File: src/rtl/wb_guard_pkg.sv
// Shared types and constants for the Wishbone timeout guard.
package wb_guard_pkg;

    typedef enum logic [1:0] {
        PASS  = 2'd0,
        ERR   = 2'd1,
        DRAIN = 2'd2
    } wb_guard_state_t;

    localparam logic [31:0] WB_GUARD_DEAD_DATA = 32'hBADC_0FFE;
    localparam int unsigned WB_GUARD_ERRCNT_W  = 8;

endpackage

File: src/rtl/wb_guard_status.sv
// Firmware-visible timeout status: sticky flag, saturating count,
// captured address of the last timed-out cycle and a one-cycle IRQ pulse.
module wb_guard_status
    import wb_guard_pkg::*;
(
    input  logic                         clk,
    input  logic                         rst_n,
    input  logic                         timeout_evt,
    input  logic [31:0]                  adr,
    input  logic                         clr,
    output logic                         err,
    output logic                         irq,
    output logic [WB_GUARD_ERRCNT_W-1:0] err_cnt,
    output logic [31:0]                  err_adr
);

    localparam logic [WB_GUARD_ERRCNT_W-1:0] CNT_MAX = '1;

    logic                         err_q, err_d;
    logic                         irq_q, irq_d;
    logic [WB_GUARD_ERRCNT_W-1:0] err_cnt_q, err_cnt_d;
    logic [31:0]                  err_adr_q, err_adr_d;

    // A timeout in the same cycle as a clear wins: the clear only wipes history.
    always_comb begin
        err_d     = err_q;
        err_cnt_d = err_cnt_q;
        err_adr_d = err_adr_q;
        irq_d     = timeout_evt;
        if (timeout_evt) begin
            err_d     = 1'b1;
            err_adr_d = adr;
            if (clr) begin
                err_cnt_d = WB_GUARD_ERRCNT_W'(1);
            end else if (err_cnt_q != CNT_MAX) begin
                err_cnt_d = err_cnt_q + 1'b1;
            end
        end else if (clr) begin
            err_d     = 1'b0;
            err_cnt_d = '0;
            err_adr_d = '0;
        end
    end

    always_ff @(posedge clk or negedge rst_n) begin
        if (!rst_n) begin
            err_q     <= 1'b0;
            irq_q     <= 1'b0;
            err_cnt_q <= '0;
            err_adr_q <= '0;
        end else begin
            err_q     <= err_d;
            irq_q     <= irq_d;
            err_cnt_q <= err_cnt_d;
            err_adr_q <= err_adr_d;
        end
    end

    assign err     = err_q;
    assign irq     = irq_q;
    assign err_cnt = err_cnt_q;
    assign err_adr = err_adr_q;

endmodule

File: src/rtl/wb_timeout_guard.sv
// Wishbone watchdog between arbitrator and decoder: forwards cycles untouched
// and fakes an ack with a marker word when a peripheral stalls too long.
module wb_timeout_guard
    import wb_guard_pkg::*;
#(
    parameter int unsigned TIMEOUT_CYCLES = 255,
    parameter int unsigned TIMEOUT_W      = 8,
    parameter logic [31:0] DEAD_DATA      = WB_GUARD_DEAD_DATA
) (
    input  logic                         CLK,
    input  logic                         nRST,
    input  logic                         u_cyc_i,
    input  logic                         u_stb_i,
    input  logic                         u_we_i,
    input  logic [3:0]                   u_sel_i,
    input  logic [31:0]                  u_adr_i,
    input  logic [31:0]                  u_dat_i,
    output logic                         u_ack_o,
    output logic [31:0]                  u_dat_o,
    output logic                         d_cyc_o,
    output logic                         d_stb_o,
    output logic                         d_we_o,
    output logic [3:0]                   d_sel_o,
    output logic [31:0]                  d_adr_o,
    output logic [31:0]                  d_dat_o,
    input  logic                         d_ack_i,
    input  logic [31:0]                  d_dat_i,
    input  logic                         err_clr_i,
    output logic                         err_o,
    output logic                         err_irq_o,
    output logic [WB_GUARD_ERRCNT_W-1:0] err_cnt_o,
    output logic [31:0]                  err_adr_o
);

    localparam logic [TIMEOUT_W-1:0] CNT_LAST = TIMEOUT_W'(TIMEOUT_CYCLES - 1);
    localparam logic [TIMEOUT_W-1:0] CNT_MAX  = '1;

    wb_guard_state_t      state_q, state_d;
    logic [TIMEOUT_W-1:0] cnt_q, cnt_d;
    logic                 req;
    logic                 stall;
    logic                 timeout_evt;

    assign req   = u_cyc_i & u_stb_i;
    assign stall = req & ~d_ack_i;

    // An ack landing on the limit cycle clears the stall, so it is never a timeout.
    always_comb begin
        state_d     = state_q;
        cnt_d       = cnt_q;
        timeout_evt = 1'b0;
        unique case (state_q)
            PASS: begin
                if (!stall) begin
                    cnt_d = '0;
                end else if (cnt_q == CNT_LAST) begin
                    timeout_evt = 1'b1;
                    state_d     = ERR;
                    cnt_d       = '0;
                end else if (cnt_q != CNT_MAX) begin
                    cnt_d = cnt_q + 1'b1;
                end
            end
            ERR: begin
                state_d = DRAIN;
                cnt_d   = '0;
            end
            DRAIN: begin
                cnt_d = '0;
                if (!req) begin
                    state_d = PASS;
                end
            end
            default: begin
                state_d = PASS;
                cnt_d   = '0;
            end
        endcase
    end

    always_ff @(posedge CLK or negedge nRST) begin
        if (!nRST) begin
            state_q <= PASS;
            cnt_q   <= '0;
        end else begin
            state_q <= state_d;
            cnt_q   <= cnt_d;
        end
    end

    // Outside PASS the downstream strobe is cut and the decoder's response ignored.
    always_comb begin
        d_cyc_o = 1'b0;
        d_stb_o = 1'b0;
        d_we_o  = u_we_i;
        d_sel_o = u_sel_i;
        d_adr_o = u_adr_i;
        d_dat_o = u_dat_i;
        u_ack_o = 1'b0;
        u_dat_o = d_dat_i;
        unique case (state_q)
            PASS: begin
                d_cyc_o = u_cyc_i;
                d_stb_o = u_stb_i;
                u_ack_o = d_ack_i;
            end
            ERR: begin
                u_ack_o = 1'b1;
                u_dat_o = DEAD_DATA;
            end
            default: begin
                u_ack_o = 1'b0;
            end
        endcase
    end

    wb_guard_status u_status (
        .clk         (CLK),
        .rst_n       (nRST),
        .timeout_evt (timeout_evt),
        .adr         (u_adr_i),
        .clr         (err_clr_i),
        .err         (err_o),
        .irq         (err_irq_o),
        .err_cnt     (err_cnt_o),
        .err_adr     (err_adr_o)
    );

endmodule

File: config.mk
export PLATFORM = sky130hd
export DESIGN_NAME = wb_timeout_guard
export DESIGN_NICKNAME = d
export VERILOG_FILES = /design/src/rtl/wb_guard_pkg.sv /design/src/rtl/wb_guard_status.sv /design/src/rtl/wb_timeout_guard.sv
export SDC_FILE = /design/constraint.sdc
export NUM_CORES = 1
export LEC_CHECK = 0
export CORE_MARGIN = 4
export CORE_UTILIZATION = 33
export CTS_CLUSTER_DIAMETER = 30
export DETAILED_ROUTE_END_ITERATION = 12
export GPL_TIMING_DRIVEN = 0
export PLACE_DENSITY = 0.86
export SLEW_MARGIN = 20
export SYNTH_ARGS = -nofsm -noshare
export SYNTH_HDL_FRONTEND = slang
export SYNTH_SLANG_ARGS = --single-unit
File: constraint.sdc
create_clock -name CLK -period 2.15 [get_ports CLK]
set_input_delay 0.3225 -clock CLK [delete_from_list [all_inputs] [get_ports CLK]]
set_output_delay 0.3225 -clock CLK [all_outputs]
set_load 0.05 [all_outputs]
==> results of run 1 <==
metrics by stage:
step	TNS, ns	instances	hold WS [ns]	cell area [um^2]	power (mW)
after floorplan	0	349	0.0269	3040	1.51
after global placement	-50.01	671	0.463	5310	1.86
after CTS	0	681	0.0686	5460	2.43
after detailed placement	-13.37	671	0.399	5310	1.87
final	0	681	0.0471	5460	2.40
after global routing	0	681	0.0930	5460	2.50
cell usage after synthesis (3+ instances only):
library cell	count	share of area, %
xnor2_1	3	0.87
o21ai_0	33	5.4
nor2_1	11	1.4
nor3b_1	3	0.74
clkbuf_1	13	1.6
nand2b_1	22	4.5
a21oi_1	5	0.82
buf_4	69	17
a31oi_1	5	1.0
a311oi_1	4	1.2
buf_2	3	0.49
nor3_1	4	0.66
a211oi_1	3	0.74
inv_1	3	0.37
and2_1	13	2.7
ha_1	3	1.2
nand3_1	5	0.82
dfrtp_1	52	43
and3_1	4	0.82
nand2_1	71	8.8
layout by cell type, fill, tap and decap left out, types with 3 or more instances in the layout:
cell / Yosys / layout
o21ai_0: 33 / 33
nand3_1: 5 / 5
buf_4: 69 / 71
nor3b_1: 3 / 3
a211oi_1: 3 / 3
clkdlybuf4s15_2: 0 / 28
dlygate4sd2_1: 0 / 6
clkdlybuf4s50_1: 0 / 178
and3_1: 4 / 4
clkbuf_2: 0 / 4
clkbuf_1: 13 / 10
a21oi_1: 5 / 5
dfrtp_1: 52 / 52
ha_1: 3 / 3
inv_1: 3 / 3
nand2_1: 71 / 71
nor3_1: 4 / 4
buf_2: 3 / 3
a311oi_1: 4 / 4
nor2_1: 11 / 11
clkbuf_8: 0 / 6
xnor2_1: 3 / 3
a31oi_1: 5 / 5
and2_1: 13 / 13
nand2b_1: 22 / 21
cell families after synthesis:
family / synth area share (%)
compound gates: 11.1
simple gates: 23.9
flops: 42.9
buf+inv: 20.0
xor+xnor: 0.865
fa+ha+maj: 1.24
registers in the layout, summed over array words and instances (netlist names):
name and flops:
u_status.err_adr 32, cnt_q 8, u_status.err_cnt 8, state_q 2, u_status.err 1, u_status.irq 1
per-layer routing:
metal | GRT usage (%) | vias up | part of all wire, %
met2 | 34.6 | 134 | 54
met1 | 20.4 | 1514 | 37
met3 | 5.21 | 8 | 8.1
li1 | - | 1535 | -
met4 | 4.27 | 0 | 1.0
met5 | 0 | - | 0
timing repair:
action / CTS / global route
buffers inserted: 2 / 0
resized for setup: 95 / 2
setup endpoints to repair: 52 / 13
pin swaps: 1 / 0
worst min-delay path by stage:
stage / from / end / slack (ns) / cells past startpoint
final: nRST / u_status.err_adr[18] / 0.05 / 1
after global routing: nRST / u_status.err_adr[18] / 0.09 / 1
after CTS: nRST / u_status.err_adr[18] / 0.07 / 1
after detailed placement: nRST / u_status.err_adr[18] / 0.40 / 1
after global placement: u_status.err / u_status.err / 0.46 / 1
after floorplan: nRST / cnt_q[0] / 0.03 / 0
power by group:
group	internal, mW	switching, mW
registers	0.978	0.00139
logic	0.357	0.495
clock network	0.258	0.312
final cells by class:
cell class              instances  area share (%)
repair buffers                216            40.1
flip-flops and latches         52            23.8
multi-input cells             207            20.7
plain buffers                  86            10.9
well taps                     108            2.47
clock buffers                   6            1.51
inverters                       4           0.275
clock inverters                 2           0.183
==> summary.txt, run 1 <==
Worst setup path
  • Worst setup path endpoint: d_adr_o[3]
  • FF-to-FF Start: u_status.err_cnt[0]
  • CP top delay family: buffers and inverters
  • Critical Path Source Type: input pin
  • CP dominant cell by count: clkdlybuf4s50_1
  • CP Cell Sequence: clkdlybuf4s50_1 > buf_4 > clkdlybuf4s50_1
  • Critical path depth: 3
  • Setup CP Type: input pin to primary output
  • Worst setup EP type: primary output
  • Crit path max fanout: 2
  • CP max stage delay: 0.80 ns
  • Crit path buf inv count: 3
  • Setup slack, reg-to-reg: 0.19 ns
  • Slowest cell on crit path: clkdlybuf4s50_1
  • R2R depth: 6
  • FF-to-FF End: u_status.err_cnt[1]
  • CP required: 1.83 ns
  • Crit path launch: u_adr_i[3]
  • Crit path DAT: 1.77 ns

CTS
  • Clock tree buffer depth: 2
  • CTS sink cnt: 52
  • CTS tree: yes
  • TritonCTS Buffers: 5
  • CTS root buf: clkbuf_8
  • Htree depth: 2
  • Clock Latency Late Sink: 0.30 ns
  • Clk slew on worst S/H paths: 0.09 ns
  • Hold_buf cts: 0

Detailed routing
  • Drt initial violations: 209
  • Final WL: 10.2 mm
  • WL/cell: 15.0 um
  • Post-route ant nets: 0
  • # DRC: 0
  • DRT Pass-1 Iters: 4
  • Vias per cell: 4.69
  • Vias: 3191

Power
  • Pleak: 2.39 nW
  • Worst ir drop on vdd: 283 uV
  • Power per cell area: 440 nW/um^2

GRT
  • Vias in the first global route: 3318
  • Largest net degree at the start of global routing: 53
  • GRT overflow: 0
  • Total GRT Usage: 18.4%
  • Antenna violations before repair: 0
  • First-pass GRT wire length: 16.6 mm

Die
  • Die area: 10800 um^2
  • Starting Density: 34.3%
  • Die Y-Extent: 104 um
  • Core area: 8850 um^2
  • Num rows: 34
  • Io pins: 253
  • Die X: 104 um

Place
  • Placer congestion estimate: 0.834
  • DP Worst Slack: -0.350 ns
  • DP HPWL: 8.28 mm
  • Buffers on Ports: 214

Timing
  • Fin. max-slew vios: 0
  • # setup viols final: 0
  • Final Cycle Share: 97.1%
  • Worst-Margin Slew: 0.649 ns
  • Final hold vios: 0
  • FMAX: 479 MHz
  • PnR worst setup slack: 0.0620 ns
  • Tmin final: 2.09 ns
  • Max_slew headroom: 56.7%
  • Skew final: 0.00712 ns
  • Unrepaired setup endpoints after global routing: false

Flow run
  • Maxcap violations: 0

Status
  • Status: complete, no violations

Yosys
  • Synth Warn #: 0
  • EDFF count, synth: 0
  • Post-synthesis register bit count: 52
  • Distinct cells, synth: 38
  • Most used DFF post-synth: dfrtp_1
  • Cell count after synthesis: 349
  • Async S/R FF share, synth: 100%
  • Syn_area_per_cell: 8.70 um^2
  • Synth Cell Area: 3040 um^2
  • Syn_nets: 459
  • Sequential element share of the synthesized area: 42.9%

Finish
  • Footprint of the multi-input gates: 1130 um^2
  • Area Overhead vs Synth: 79.8%
  • Fraction of layout cells with a size suffix above 1: 21.1%
  • Filler Cell Count: 763
  • Final Core Density: 61.7%
  • Sequential cell area: 1300 um^2
  • Ant. Diodes: 0
  • Nets: 682

Worst hold path
  • Min-Delay Path Class: input pin to asynchronous set/reset pin
Note: power is estimated with default switching activity, not from simulation.
==> inputs of run 2 (changes only) <==
--- a/config.mk
+++ b/config.mk
@@ -11,6 +11,7 @@
 export DETAILED_ROUTE_END_ITERATION = 12
 export GPL_TIMING_DRIVEN = 0
 export PLACE_DENSITY = 0.86
+export SETUP_SLACK_MARGIN = 0.1
 export SLEW_MARGIN = 20
 export SYNTH_ARGS = -nofsm -noshare
 export SYNTH_HDL_FRONTEND = slang
==> summary.txt, run 2 (synthesis results as in run 1) <==
Status
  • Status: complete, no violations

Detailed routing
  • # DRC: 0
  • DRT Pass-1 Iters: 4
  • Final WL: 10.1 mm
  • WL/cell: 14.9 um
  • Vias per cell: 4.62
  • Drt initial violations: 103
  • Post-route ant nets: 0
  • Vias: 3139

Timing
  • Unrepaired setup endpoints after global routing: true
  • Fin. max-slew vios: 0
  • Final Cycle Share: 94.3%
  • Worst-Margin Slew: 0.643 ns
  • Final hold vios: 0
  • Max_slew headroom: 57.1%
  • # setup viols final: 0
  • FMAX: 493 MHz
  • Tmin final: 2.03 ns
  • Skew final: 0.00574 ns

GRT
  • Largest net degree at the start of global routing: 53
  • Vias in the first global route: 3168
  • Antenna violations before repair: 0
  • GRT overflow: 0
  • Total GRT Usage: 17.7%
  • First-pass GRT wire length: 16.0 mm

Finish
  • Nets: 682
  • Footprint of the multi-input gates: 1130 um^2
  • Sequential cell area: 1300 um^2
  • Commonest cells after routing, fill and taps aside: clkdlybuf4s50_1 (158), buf_4 (72), nand2_1 (71)
  • Ant. Diodes: 0
  • Leading cell type in the layout, fill and taps excluded: clkdlybuf4s50_1
  • Final Core Density: 61.0%
  • Post-route insts no fill: 679
  • Area Overhead vs Synth: 77.9%
  • Filler Cell Count: 776
  • Fraction of layout cells with a size suffix above 1: 21.7%
  • Flip-flop count of the largest register after layout: 32

Worst setup path
  • Critical Path Source Type: input pin
  • Crit path DAT: 1.70 ns
  • Crit path max fanout: 2
  • Worst setup EP type: primary output
  • CP required: 1.83 ns
  • Setup CP Type: input pin to primary output

Power
  • Switching share of power: 32.4%
  • Clock share of power: 25.9%
  • Switching power: 0.793 mW
  • Total Power: 2.45 mW
  • Internal: 1.66 mW
  • Pleak: 2.55 nW
  • Proportion of power drawn by flip-flops and latches: 40.0%
  • Power per cell area: 453 nW/um^2
  • Logic gate share of total power: 34.1%
  • Worst ir drop on vdd: 333 uV

CTS
  • Htree depth: 2
  • Clock tree buffer depth: 2
  • CTS tree: yes
  • CTS sink cnt: 52
  • CTS root buf: clkbuf_8
  • Clk slew on worst S/H paths: 0.09 ns
  • Clock Latency Late Sink: 0.30 ns
  • Hold_buf cts: 0
  • TritonCTS Buffers: 5

Die
  • Core area: 8850 um^2
  • Die X: 104 um
  • Die area: 10800 um^2
  • Num rows: 34
  • Starting Density: 34.3%
  • Io pins: 253
  • Die Y-Extent: 104 um

Place
  • DP HPWL: 8.10 mm
  • Placed Instances: 671
  • Placer congestion estimate: 0.850
  • Buffers on Ports: 214

Worst hold path
  • Min-Delay Path Class: input pin to asynchronous set/reset pin

Flow run
  • Maxcap violations: 0
-- run 2: cell count changes in the layout (fill, tap and decap cells not counted), moves of 5 or more --
cell             change
clkdlybuf4s50_1     -20
dlymetal6s2s_1      +19
buf_2               +17
clkdlybuf4s18_2      +5
clkdlybuf4s15_2     -21
-- run 2: critical path, cell delays in order --
cell	delay, ns
clkdlybuf4s50_1	0.49
buf_4	0.11
clkdlybuf4s50_1	0.79
-- run 2: path summary, 6_finish.rpt --
| check | startpoint | end | slack, ns | cells past startpoint |
|---|---|---|---|---|
| worst max-delay path | u_adr_i[4] | d_adr_o[4] | 0.12 | 3 |
| worst min-delay path | nRST | u_status.err_adr[16] | 0.04 | 1 |
| worst max register to register | u_status.err_cnt[0] | u_status.err_cnt[1] | 0.24 | 6 |
| worst min register to register | u_status.err | u_status.err | 0.49 | 1 |
| max in group asynchronous | nRST | u_status.err_cnt[1] | 1.64 | 1 |
| min in group CLK | err_clr_i | u_status.err_cnt[0] | 0.46 | 3 |
-- run 2: area by class of cell --
| class | count | share of cell area, % |
|---|---|---|
| Clock inverter | 1 | 0.556 |
| Clock buffer | 5 | 1.27 |
| Tap cell | 108 | 2.50 |
| Multi-Input combinational cell | 207 | 21.0 |
| Inverter | 4 | 0.278 |
| Buffer | 86 | 11.1 |
| Sequential cell | 52 | 24.1 |
| Timing Repair Buffer | 216 | 39.2 |
-- run 2: what timing repair did --
item | in CTS | in global routing
cloned | 0 | 0
resized for setup | 101 | 60
pin swaps | 1 | 0
buffers inserted | 2 | 0
endpoints found under the setup margin | 71 | 55
-- run 2: power groups by stage --
stage	Sequential, mW	Combinational (mW)	Clock [mW]
final	0.979	0.835	0.635
after global routing	0.980	0.872	0.687
after CTS	0.979	0.855	0.648
after detailed placement	0.999	0.867	0
after global placement	0.999	0.861	0
after floorplan	0.999	0.513	0
-- run 2: through the flow --
stage	TNS (ns)	worst slack, ns	cell area (um^2)	hold slack (ns)
after floorplan	0	0.204	3040	0.0269
after global placement	-49.67	-0.935	5320	0.462
after detailed placement	-12.08	-0.350	5310	0.390
after CTS	0	0.100	5450	0.0630
after global routing	0	0.0453	5400	0.0852
final	0	0.123	5400	0.0413
-- run 2: layer usage --
metal / up-vias / global-route usage [%] / wire length, um / part of all wire, %
li1: 1538 / - / - / -
met1: 1439 / 20.8 / 3950 / 39
met2: 154 / 32.2 / 5300 / 52
met3: 8 / 5.28 / 800 / 7.9
met4: 0 / 3.23 / 73 / 0.72
met5: - / 0 / 0 / 0
